===== src/rtl/ode_mem_pkg.sv =====
// Shared constants for the ODE solver memory subsystem: arbiter state
// encodings, requester indices and default bus widths.
package ode_mem_pkg;

    localparam int DEFAULT_AW       = 13;
    localparam int DEFAULT_DW       = 32;
    localparam int DEFAULT_MAX_HOLD = 64;

    localparam int OWNER_IO   = 0;
    localparam int OWNER_CORE = 1;

    // One-hot owner encoding so the state register doubles as the grant vector.
    typedef logic [1:0] arb_state_t;
    localparam arb_state_t ST_IDLE     = 2'b00;
    localparam arb_state_t ST_OWN_IO   = 2'b01;
    localparam arb_state_t ST_OWN_CORE = 2'b10;

    function automatic arb_state_t own_state(input logic owner_is_core);
        arb_state_t st;
        if (owner_is_core) begin
            st = ST_OWN_CORE;
        end else begin
            st = ST_OWN_IO;
        end
        return st;
    endfunction

endpackage


===== src/rtl/ram_access_arbiter_if.sv =====
// Requester-side and RAM-side signals of the two-client RAM arbiter.
interface ram_access_arbiter_if import ode_mem_pkg::*; #(
    parameter int AW = DEFAULT_AW,
    parameter int DW = DEFAULT_DW
);

    logic [1:0]        Req;
    logic [1:0]        Grant;
    logic [1:0]        Preempt;
    logic [1:0]        WR_En;
    logic [2*AW-1:0]   WR_Address;
    logic [2*DW-1:0]   WR_Data;
    logic [2*AW-1:0]   RD1_Address;
    logic [2*AW-1:0]   RD2_Address;
    logic              RAM_WR_Enable;
    logic [AW-1:0]     RAM_WR_Address;
    logic [DW-1:0]     RAM_WR_Data;
    logic [AW-1:0]     RAM_RD1_Address;
    logic [AW-1:0]     RAM_RD2_Address;
    logic [1:0]        RD_Valid;

    modport slave (
        input  Req, WR_En, WR_Address, WR_Data, RD1_Address, RD2_Address,
        output Grant, Preempt, RD_Valid,
        output RAM_WR_Enable, RAM_WR_Address, RAM_WR_Data, RAM_RD1_Address, RAM_RD2_Address
    );

    modport master (
        output Req, WR_En, WR_Address, WR_Data, RD1_Address, RD2_Address,
        input  Grant, Preempt, RD_Valid,
        input  RAM_WR_Enable, RAM_WR_Address, RAM_WR_Data, RAM_RD1_Address, RAM_RD2_Address
    );

endinterface


===== src/rtl/ram_hold_timer.sv =====
// Counts grant cycles during which the non-owning requester is waiting and
// flags the cycle in which the owner must be forced off the RAM.
module ram_hold_timer import ode_mem_pkg::*; #(
    parameter int MAX_HOLD = DEFAULT_MAX_HOLD
) (
    input  logic clk,
    input  logic rst_n,
    input  logic clear,
    input  logic other_waiting,
    output logic expire
);

    localparam logic [7:0] HOLD_LIMIT = 8'(MAX_HOLD - 1);

    logic [7:0] hold_cnt_r;

    // Saturating wait counter, restarted on every ownership change.
    always_ff @(posedge clk or negedge rst_n) begin
        if (!rst_n) begin
            hold_cnt_r <= 8'd0;
        end else if (clear) begin
            hold_cnt_r <= 8'd0;
        end else if (other_waiting && (hold_cnt_r != 8'hFF)) begin
            hold_cnt_r <= hold_cnt_r + 8'd1;
        end else begin
            hold_cnt_r <= hold_cnt_r;
        end
    end

    assign expire = other_waiting && (hold_cnt_r == HOLD_LIMIT);

endmodule


===== src/rtl/ram_access_arbiter.sv =====
// Two-client arbiter (IO module, solver core) for a shared synchronous RAM
// with round-robin tie-break, bounded hold time and read-valid tracking.
module ram_access_arbiter import ode_mem_pkg::*; #(
    parameter int RAM_ADDRESS_WIDTH = DEFAULT_AW,
    parameter int DATA_WIDTH        = DEFAULT_DW,
    parameter int MAX_HOLD          = DEFAULT_MAX_HOLD
) (
    input logic                CLK,
    input logic                RST,
    ram_access_arbiter_if.slave bus
);

    localparam int AW = RAM_ADDRESS_WIDTH;
    localparam int DW = DATA_WIDTH;

    arb_state_t    state_r;
    arb_state_t    state_next_s;
    logic          state_change_s;
    logic          last_core_r;
    logic          ready_r;
    logic [1:0]    preempt_r;
    logic [1:0]    preempt_next_s;
    logic [1:0]    rd_valid_r;
    logic          other_waiting_s;
    logic          expire_s;

    logic          ram_we_s;
    logic [AW-1:0] ram_wa_s;
    logic [DW-1:0] ram_wd_s;
    logic [AW-1:0] ram_ra1_s;
    logic [AW-1:0] ram_ra2_s;

    assign other_waiting_s = ((state_r == ST_OWN_IO)   && bus.Req[OWNER_CORE]) ||
                             ((state_r == ST_OWN_CORE) && bus.Req[OWNER_IO]);

    ram_hold_timer #(
        .MAX_HOLD (MAX_HOLD)
    ) u_hold_timer (
        .clk           (CLK),
        .rst_n         (RST),
        .clear         (state_change_s),
        .other_waiting (other_waiting_s),
        .expire        (expire_s)
    );

    // Ownership transitions: release, direct handoff, forced preemption.
    always_comb begin
        state_next_s   = state_r;
        preempt_next_s = 2'b00;
        case (state_r)
            ST_IDLE: begin
                // ready_r holds IDLE through the first edge after reset release.
                if (!ready_r) begin
                    state_next_s = ST_IDLE;
                end else if (bus.Req == 2'b11) begin
                    state_next_s = own_state(~last_core_r);
                end else if (bus.Req[OWNER_IO]) begin
                    state_next_s = ST_OWN_IO;
                end else if (bus.Req[OWNER_CORE]) begin
                    state_next_s = ST_OWN_CORE;
                end else begin
                    state_next_s = ST_IDLE;
                end
            end
            ST_OWN_IO: begin
                if (!bus.Req[OWNER_IO]) begin
                    state_next_s = bus.Req[OWNER_CORE] ? ST_OWN_CORE : ST_IDLE;
                end else if (expire_s) begin
                    state_next_s             = ST_OWN_CORE;
                    preempt_next_s[OWNER_IO] = 1'b1;
                end else begin
                    state_next_s = ST_OWN_IO;
                end
            end
            ST_OWN_CORE: begin
                if (!bus.Req[OWNER_CORE]) begin
                    state_next_s = bus.Req[OWNER_IO] ? ST_OWN_IO : ST_IDLE;
                end else if (expire_s) begin
                    state_next_s               = ST_OWN_IO;
                    preempt_next_s[OWNER_CORE] = 1'b1;
                end else begin
                    state_next_s = ST_OWN_CORE;
                end
            end
            default: begin
                state_next_s = ST_IDLE;
            end
        endcase
    end

    assign state_change_s = (state_next_s != state_r);

    // State, preempt pulse and read-valid pipeline (RAM read latency is one cycle).
    always_ff @(posedge CLK or negedge RST) begin
        if (!RST) begin
            state_r    <= ST_IDLE;
            ready_r    <= 1'b0;
            preempt_r  <= 2'b00;
            rd_valid_r <= 2'b00;
        end else begin
            state_r    <= state_next_s;
            ready_r    <= 1'b1;
            preempt_r  <= preempt_next_s;
            rd_valid_r <= state_r;
        end
    end

    // Round-robin pointer remembers the last owner; reset value favours IO.
    always_ff @(posedge CLK or negedge RST) begin
        if (!RST) begin
            last_core_r <= 1'b1;
        end else if (state_change_s && (state_next_s != ST_IDLE)) begin
            last_core_r <= (state_next_s == ST_OWN_CORE);
        end else begin
            last_core_r <= last_core_r;
        end
    end

    // RAM bus follows the owner; writes are gated by the grant itself.
    always_comb begin
        ram_we_s  = 1'b0;
        ram_wa_s  = {AW{1'b0}};
        ram_wd_s  = {DW{1'b0}};
        ram_ra1_s = {AW{1'b0}};
        ram_ra2_s = {AW{1'b0}};
        case (state_r)
            ST_OWN_IO: begin
                ram_we_s  = bus.WR_En[OWNER_IO] & state_r[OWNER_IO];
                ram_wa_s  = bus.WR_Address[OWNER_IO*AW +: AW];
                ram_wd_s  = bus.WR_Data[OWNER_IO*DW +: DW];
                ram_ra1_s = bus.RD1_Address[OWNER_IO*AW +: AW];
                ram_ra2_s = bus.RD2_Address[OWNER_IO*AW +: AW];
            end
            ST_OWN_CORE: begin
                ram_we_s  = bus.WR_En[OWNER_CORE] & state_r[OWNER_CORE];
                ram_wa_s  = bus.WR_Address[OWNER_CORE*AW +: AW];
                ram_wd_s  = bus.WR_Data[OWNER_CORE*DW +: DW];
                ram_ra1_s = bus.RD1_Address[OWNER_CORE*AW +: AW];
                ram_ra2_s = bus.RD2_Address[OWNER_CORE*AW +: AW];
            end
            default: begin
                ram_we_s = 1'b0;
            end
        endcase
    end

    assign bus.Grant           = state_r;
    assign bus.Preempt         = preempt_r;
    assign bus.RD_Valid        = rd_valid_r;
    assign bus.RAM_WR_Enable   = ram_we_s;
    assign bus.RAM_WR_Address  = ram_wa_s;
    assign bus.RAM_WR_Data     = ram_wd_s;
    assign bus.RAM_RD1_Address = ram_ra1_s;
    assign bus.RAM_RD2_Address = ram_ra2_s;

endmodule


===== src/flat_wrapper.sv =====
// flat-port wrapper written by rule: the top's interface ports become plain ports
module ram_access_arbiter_flat import ode_mem_pkg::*;
#(
    parameter int RAM_ADDRESS_WIDTH = DEFAULT_AW,
    parameter int DATA_WIDTH        = DEFAULT_DW,
    parameter int MAX_HOLD          = DEFAULT_MAX_HOLD
)
  (CLK, RST, bus_Req, bus_WR_En, bus_WR_Address, bus_WR_Data, bus_RD1_Address, bus_RD2_Address, bus_Grant, bus_Preempt, bus_RD_Valid, bus_RAM_WR_Enable, bus_RAM_WR_Address, bus_RAM_WR_Data, bus_RAM_RD1_Address, bus_RAM_RD2_Address);
  ram_access_arbiter_if #(.AW((13)), .DW((32))) bus_i ();
  input logic CLK;
  input logic RST;
  input wire logic [$bits(bus_i.Req)-1:0] bus_Req;
  input wire logic [$bits(bus_i.WR_En)-1:0] bus_WR_En;
  input wire logic [$bits(bus_i.WR_Address)-1:0] bus_WR_Address;
  input wire logic [$bits(bus_i.WR_Data)-1:0] bus_WR_Data;
  input wire logic [$bits(bus_i.RD1_Address)-1:0] bus_RD1_Address;
  input wire logic [$bits(bus_i.RD2_Address)-1:0] bus_RD2_Address;
  output wire logic [$bits(bus_i.Grant)-1:0] bus_Grant;
  output wire logic [$bits(bus_i.Preempt)-1:0] bus_Preempt;
  output wire logic [$bits(bus_i.RD_Valid)-1:0] bus_RD_Valid;
  output wire logic [$bits(bus_i.RAM_WR_Enable)-1:0] bus_RAM_WR_Enable;
  output wire logic [$bits(bus_i.RAM_WR_Address)-1:0] bus_RAM_WR_Address;
  output wire logic [$bits(bus_i.RAM_WR_Data)-1:0] bus_RAM_WR_Data;
  output wire logic [$bits(bus_i.RAM_RD1_Address)-1:0] bus_RAM_RD1_Address;
  output wire logic [$bits(bus_i.RAM_RD2_Address)-1:0] bus_RAM_RD2_Address;
  assign bus_i.Req = bus_Req;
  assign bus_i.WR_En = bus_WR_En;
  assign bus_i.WR_Address = bus_WR_Address;
  assign bus_i.WR_Data = bus_WR_Data;
  assign bus_i.RD1_Address = bus_RD1_Address;
  assign bus_i.RD2_Address = bus_RD2_Address;
  assign bus_Grant = bus_i.Grant;
  assign bus_Preempt = bus_i.Preempt;
  assign bus_RD_Valid = bus_i.RD_Valid;
  assign bus_RAM_WR_Enable = bus_i.RAM_WR_Enable;
  assign bus_RAM_WR_Address = bus_i.RAM_WR_Address;
  assign bus_RAM_WR_Data = bus_i.RAM_WR_Data;
  assign bus_RAM_RD1_Address = bus_i.RAM_RD1_Address;
  assign bus_RAM_RD2_Address = bus_i.RAM_RD2_Address;
  ram_access_arbiter #(.RAM_ADDRESS_WIDTH(RAM_ADDRESS_WIDTH), .DATA_WIDTH(DATA_WIDTH), .MAX_HOLD(MAX_HOLD)) u_core (.CLK(CLK), .RST(RST), .bus(bus_i));
endmodule

===== config.mk =====
export PLATFORM = sky130hd
export DESIGN_NAME = ram_access_arbiter_flat
export DESIGN_NICKNAME = d
export VERILOG_FILES = /design/src/rtl/ode_mem_pkg.sv /design/src/rtl/ram_access_arbiter_if.sv /design/src/rtl/ram_hold_timer.sv /design/src/rtl/ram_access_arbiter.sv /design/src/flat_wrapper.sv
export SDC_FILE = /design/constraint.sdc
export NUM_CORES = 1
export LEC_CHECK = 0
export CORE_ASPECT_RATIO = 0.8
export CORE_UTILIZATION = 28
export CTS_CLUSTER_DIAMETER = 80
export DETAILED_ROUTE_END_ITERATION = 8
export PLACE_DENSITY = 0.82
export SETUP_SLACK_MARGIN = 0.05
export SYNTH_ARGS = -nofsm -noshare
export SYNTH_HDL_FRONTEND = slang
export SYNTH_SLANG_ARGS = --single-unit

===== constraint.sdc =====
create_clock -name CLK -period 2.7 [get_ports CLK]
set_input_delay 0.405 -clock CLK [delete_from_list [all_inputs] [get_ports CLK]]
set_output_delay 0.405 -clock CLK [all_outputs]
set_load 0.01 [all_outputs]

# [Word-level counts from Yosys, hierarchy flattened]
# Cells that the tools add are included.
[classes] add_sub_neg=1 n_mul=0 div=0 magnitude_cmp=0 n_eq_ne=7 shifts=0 mux=23 n_bitwise=2 n_reduce_logical=9
[ops] op="13-bit case mux with 2 select lines" count=3
[ops] op="32-bit case mux with 2 select lines" count=1
[ops] op="2-bit 2-to-1 mux" count=9
[ops] op="8-bit 2-to-1 mux" count=2
[ops] op="8-bit by 1-bit adder with 8-bit output (second input constant)" count=1
[ops] op="8-bit by 6-bit equality test with 1-bit output (second input constant)" count=1
[ops] op="8-bit inequality test (second input constant)" count=1
[ops] op="2-bit equality test (second input constant)" count=3
[ops] op="1-bit 2-to-1 mux" count=6
[ops] op="2-bit case mux with 3 select lines" count=1
[ops] op="1-bit logical AND" count=5
[ops] op="2-bit nonzero test" count=2
[ops] op="1-bit bitwise AND" count=2
[ops] op="2-bit by 1-bit equality test with 1-bit output (second input constant)" count=1
[ops] op="2-bit logical NOT" count=1
[ops] op="2-bit inequality test" count=1
[ops] op="1-bit case mux with 2 select lines" count=1
[ops] op="1-bit logical OR" count=1
[totals] ff_bits=16 latchBits=0 mem_bits_rw=0 romBits=0 word_cells=48 mem_count=0

# [Depth between registers and ports, before layout]
[logic_depth] ltp_word=9 depth_mapped=8 mapped_depth_nobuf=7

# [Cells and area by module]
# From an unflattened synthesis, not the netlist that was laid out.
[hier_totals] hier_cells=259 area_unflattened_um2=2082.0
[by_module_without_submodules] mod="ram_access_arbiter" instances=1 cells_each=213 area_each_um2=1595.3
[by_module_without_submodules] mod="ram_hold_timer" instances=1 cells_each=46 area_each_um2=486.7

# [Least setup slack after synthesis]
# No wires, ideal clock.
[synth_timing] kind="flip-flop to flip-flop" from="register u_core.state_r[0] (netlist: u_core.bus.Grant[0])" to="register u_core.u_hold_timer.hold_cnt_r[4]" setup_ns=0.101 arrival_time_ns=2.145 setup_slack_ns=0.455 path_stages_with_launch=8 n_path_buf=0 period_less_slack_ns=2.245 path_cell_list="dfrtp_1 > inv_1 > ha_1 > a22o_4 > and4_4 > a221o_2 > xnor2_2 > nor4_1"
[synth_between] elab_chain_cells=9 elab_cells_between_ends=16
[synth_lines] element="start: declaration" line_no="ram_access_arbiter.sv:16" source="arb_state_t state_r;"
[synth_lines] element="start signal: assignment" line_no="ram_access_arbiter.sv:101" source="state_r <= state_next_s;"
[synth_lines] element="2-bit by 1-bit equality test with 1-bit output or 2-bit equality test (tied branches)" line_no="ram_access_arbiter.sv:33, ram_access_arbiter.sv:50, ram_access_arbiter.sv:34"
[synth_lines] element="1-bit logical AND (on tied branches)" line_no="ram_access_arbiter.sv:33, ram_access_arbiter.sv:34"
[synth_lines] element="1-bit logical OR" line_no="ram_access_arbiter.sv:33" source="assign other_waiting_s = ((state_r == ST_OWN_IO) && bus.Req[OWNER_CORE]) ||"
[synth_lines] element="1-bit logical AND" line_no="ram_hold_timer.sv:30" source="assign expire = other_waiting && (hold_cnt_r == HOLD_LIMIT);"
[synth_lines] element="2-bit 2-to-1 mux (on tied branches)" line_no="ram_access_arbiter.sv:78, ram_access_arbiter.sv:68"
[synth_lines] element="2-bit 2-to-1 mux (on tied branches)" line_no="ram_access_arbiter.sv:76, ram_access_arbiter.sv:66"
[synth_lines] element="2-bit case mux with 3 select lines *" line_no="ram_access_arbiter.sv:50" source="case (state_r)"
[synth_lines] element="net u_core.state_next_s[1]" line_no="ram_access_arbiter.sv:17" source="arb_state_t state_next_s;"
[synth_lines] element="2-bit inequality test *" line_no="ram_access_arbiter.sv:91" source="assign state_change_s = (state_next_s != state_r);"
[synth_lines] element="8-bit 2-to-1 mux or 2-bit nonzero test (tied branches)"
[synth_lines] element="end signal: assignment" line_no="ram_hold_timer.sv:24" source="hold_cnt_r <= hold_cnt_r + 8'd1;"
[synth_lines] element="end signal: assignment" line_no="ram_hold_timer.sv:26" source="hold_cnt_r <= hold_cnt_r;"
[synth_lines] element="end: declaration" line_no="ram_hold_timer.sv:15" source="logic [7:0] hold_cnt_r;"
# The timed path passes the listed nets; every way through them passes the cells marked *.
# A chain may end at the register's enable or synchronous reset.

# [Final worst setup path]
[layout_timing] from="register u_core.state_r[0] (netlist: u_core.bus.Grant[0])" to="output bus_RAM_WR_Enable"
[layout_between] elab_chain_cells=2 elab_cells_between_ends=4
[layout_lines] element="2-bit equality test, or another cell as far along" line_no="ram_access_arbiter.sv:126" source="case (state_r)"
[layout_lines] element="1-bit case mux with 2 select lines *" line_no="ram_access_arbiter.sv:126"
[layout_lines] element="end: declaration" line_no="flat_wrapper.sv:21" source="output wire logic [$bits(bus_i.RAM_WR_Enable)-1:0] bus_RAM_WR_Enable;"
# Every way passes the cells marked *; elsewhere a longest branch is shown, timed or not.

==> impl_metrics.toml <==
[logic_synthesis]
synth-edff-count = 0
ys_warn_count = 0
postSynthNetCount = 403
yosys.area.top_type_share_pct = 27.38
ys_ff_latch = 16
syn_inst = 250
synth-main-ff-cell = "dfrtp_1"
syn_area_per_cell_um2 = 8.008
synth_area_leader_cell = "a22oi_1"
async_flop_share_pct = 100.0
seq_area_frac_synth_pct = 20.06
syn-cell-area_um2 = 2002
synth_area_leaders = "a22oi_1 27%, nor2b_1 22%, dfrtp_1 19%, ha_1 3.1%, clkbuf_1 2.8%"
synth.distinct_cells = 37

[worst_hold_path]
whs_endpoint = "u_core.bus.RD_Valid[1]$_DFF_PN0_"
hold_start = "u_core.bus.Grant[1]$_DFF_PN0_"
holdPathStages = 0
hp-class = "reg2reg"

[final_layout]
final_cells = 553
fin_area_um2 = 4528
area_growth_pct = 126.2
layout.nets = 620
final_layout_size_suffix_gt1_share_pct = 7.296
num_antenna_cells = 0

[routing]
dr.max_layer_used = "met4"
wirelength_mm = 9.528
dr.pass1.iters = 4
vias = 2845
drt_iter0_markers = 129
final_antenna_net_count = 0
routed_via_density = 5.145
wl_met1_mm = 3.733
met2_length_mm = 4.829
dr_wl_met3_um = 838
drc = 0
routedWlPerCell_um = 17.23

[global_route]
grt_overflow = 0
antenna_found_initial = 0
gr-usage-all-layers_pct = 23.16
grt_pass1_vias = 2683
grt_max_degree = 73
grt_first_pass_wirelength_mm = 13.50

[clock_network]
root_buffer = "clkbuf_8"
clock_path_buffers = 2
insertion_delay_ns = 0.25
tritoncts = "done"
cts_buffers = 3
ctsHtreeMaxLevel = 1
cts.clk_slew.worst_paths_ns = 0.07
clock-sinks = 16

[die]
io-pin-count = 226
die_y_um = 77.63
die_area_um2 = 7494
rows = 27
start_util_pct = 29.05
dieWidth_um = 96.54
core_um2 = 6892

[sta]
worstMarginPinSlew_ns = 0.7225
hold_viol_final = 0
relSlewSlack_pct = 51.68
rsz0062_at_grt = "false"
min_period_ns = 2.553
fmax_mhz = 391.7
setup_viol = 0
drv_slew = 0
period_share_pct = 94.56
tns_ns = 0
fin_skew_ns = 0.005305

[critical_path]
start_kind = "flip-flop"
critPathKind = "reg2out"
cp-end-kind = "output port"
crit_required_ns = 2.30
r2r_start = "u_core.bus.Grant[1]$_DFF_PN0_"
rr_worst_depth = 8
crit_slowest_cell = "clkdlybuf4s50_1"
crit_fanout = 36
cp_cell_sequence = "inv_1 > ha_2 > buf_12 > a21boi_0 > clkdlybuf4s50_1"
cp.arrival_ns = 2.15
r2r_slack_ns = 0.32
r2r-end = "u_core.u_hold_timer.hold_cnt_r[6]$_DFFE_PN0P_"
crit_path_max_incr_delay_ns = 0.58

[place]
postPlaceCellArea_um2 = 4388
port_buffers = 225
gp_congestion = 0.9120
dp.cells = 546
hpwl_mm = 7.338

[outcome]
status = "finished, final reports clean"

[job]
cap_viol_max_count = 0

[pwr]
p_per_area_nw_per_um2 = 727.9
total_leakage_power_uw = 0.001576
ir_drop_v = 0.0004439
through the flow:
stage                     hold slack (ns)  setup WS, ns  util [%]  total power (uW)
final                              0.4572        0.1467     65.70              3296
after CTS                          0.4630       0.07457     64.60              3140
after global placement             0.4121        0.2779     63.67              2869
after detailed placement           0.4280        0.2221     63.67              2901
after global routing               0.4727       0.06398     65.70              3512
after floorplan                    0.1094        0.4546         -              1729
cell usage after synthesis (2+ instances only):
cell type   n
and3_1      5
a2111oi_0   2
buf_1       9
nand3_1     5
inv_1       5
a21oi_1     3
nand4_1     3
nor3_1      6
and3_2      2
nor2_1      2
o211ai_1    2
nor2b_1    71
a22oi_1    73
xnor2_2     2
and2_2      2
ha_1        5
nor4_1      2
dfrtp_1    15
xor2_1      4
clkbuf_1   15
per-layer routing:
metal	vias up	track usage, %
met2	157	41.97
li1	1373	-
met3	10	5.392
met1	1305	27.33
met4	0	4.706
met5	-	0
power breakdown:
group          switching [uW]  internal, uW  leakage (uW)
clock network            84.2           129     0.0000288
registers                43.6           288      0.000211
logic                    1250          1500       0.00134
total                    1380          1920       0.00158
cell families (layout without fill, tap and decap cells):
family / Yosys count / in the layout / share of synthesized area (%)
multiplexers: 1 / 1 / 0.5000
AO/OA/AOI/OAI: 86 / 86 / 34.13
other: 1 / 1 / 0.1873
XOR/XNOR: 7 / 7 / 3.812
buffers and inverters: 29 / 245 / 5.437
flip-flops: 16 / 16 / 20.06
AND/OR/NAND/NOR: 105 / 105 / 32.75
adder cells (fa/ha/maj): 5 / 5 / 3.125
layout make-up:
class	instances	area (um^2)
fillers	571	2364
flip-flops and latches	16	404.1
well taps	87	108.9
multi-input cells	205	1519
inverters	5	18.77
repair buffers	236	2422
clock buffers	4	55.05
critical path: cells and delay by family, from the launching register on:
family,cells,cell delay (ns)
adders and majority gates,1,0.38
buffers and inverters,3,0.87
AOI/OAI and AO/OA,1,0.22
DFF,1,0.41
placed cells by master, fill, tap and decap left out, drive strengths merged, types with 4 or more instances in the layout:
cell / instances
buf: 9
ha: 5
clkdlybuf4s50: 224
nand3: 5
and3: 7
clkbuf: 6
nor2b: 71
inv: 5
dfrtp: 15
a22oi: 73
xor2: 4
nor3: 6
how the worst max path moves through the flow:
stage	from	endpoint	slack [ns]	cells after the start
2_1_floorplan	u_core.bus.Grant[0]$_DFF_PN0_	u_core.u_hold_timer.hold_cnt_r[4]$_DFFE_PN0P_	0.45	7
3_3_place_gp	bus_Req[1]	u_core.u_hold_timer.hold_cnt_r[4]$_DFFE_PN0P_	0.28	6
3_5_place_dp	bus_Req[1]	u_core.u_hold_timer.hold_cnt_r[4]$_DFFE_PN0P_	0.22	6
4_1_cts	u_core.bus.Grant[0]$_DFF_PN0_	bus_RAM_RD1_Address[4]	0.07	6
5_1_grt	u_core.bus.Grant[1]$_DFF_PN0_	bus_RAM_WR_Enable	0.06	5
6_report	u_core.bus.Grant[0]$_DFF_PN0_	bus_RAM_WR_Enable	0.15	5
timing repair:
action	in CTS	in global routing
endpoints found under the setup margin	54	28
hold buffers	0	0
pin swaps	0	0
cloned	0	2
gates resized for setup	3	5
setup buffers	0	1
state kept, by name, indices dropped and copies added, names as in the netlist:
name	count
u_core.u_hold_timer.hold_cnt_r	8
u_core.bus.Grant	2
u_core.bus.Preempt	2
u_core.bus.RD_Valid	2
u_core.last_core_r	1
u_core.ready_r	1
Note: power is estimated with default switching activity, not from simulation.
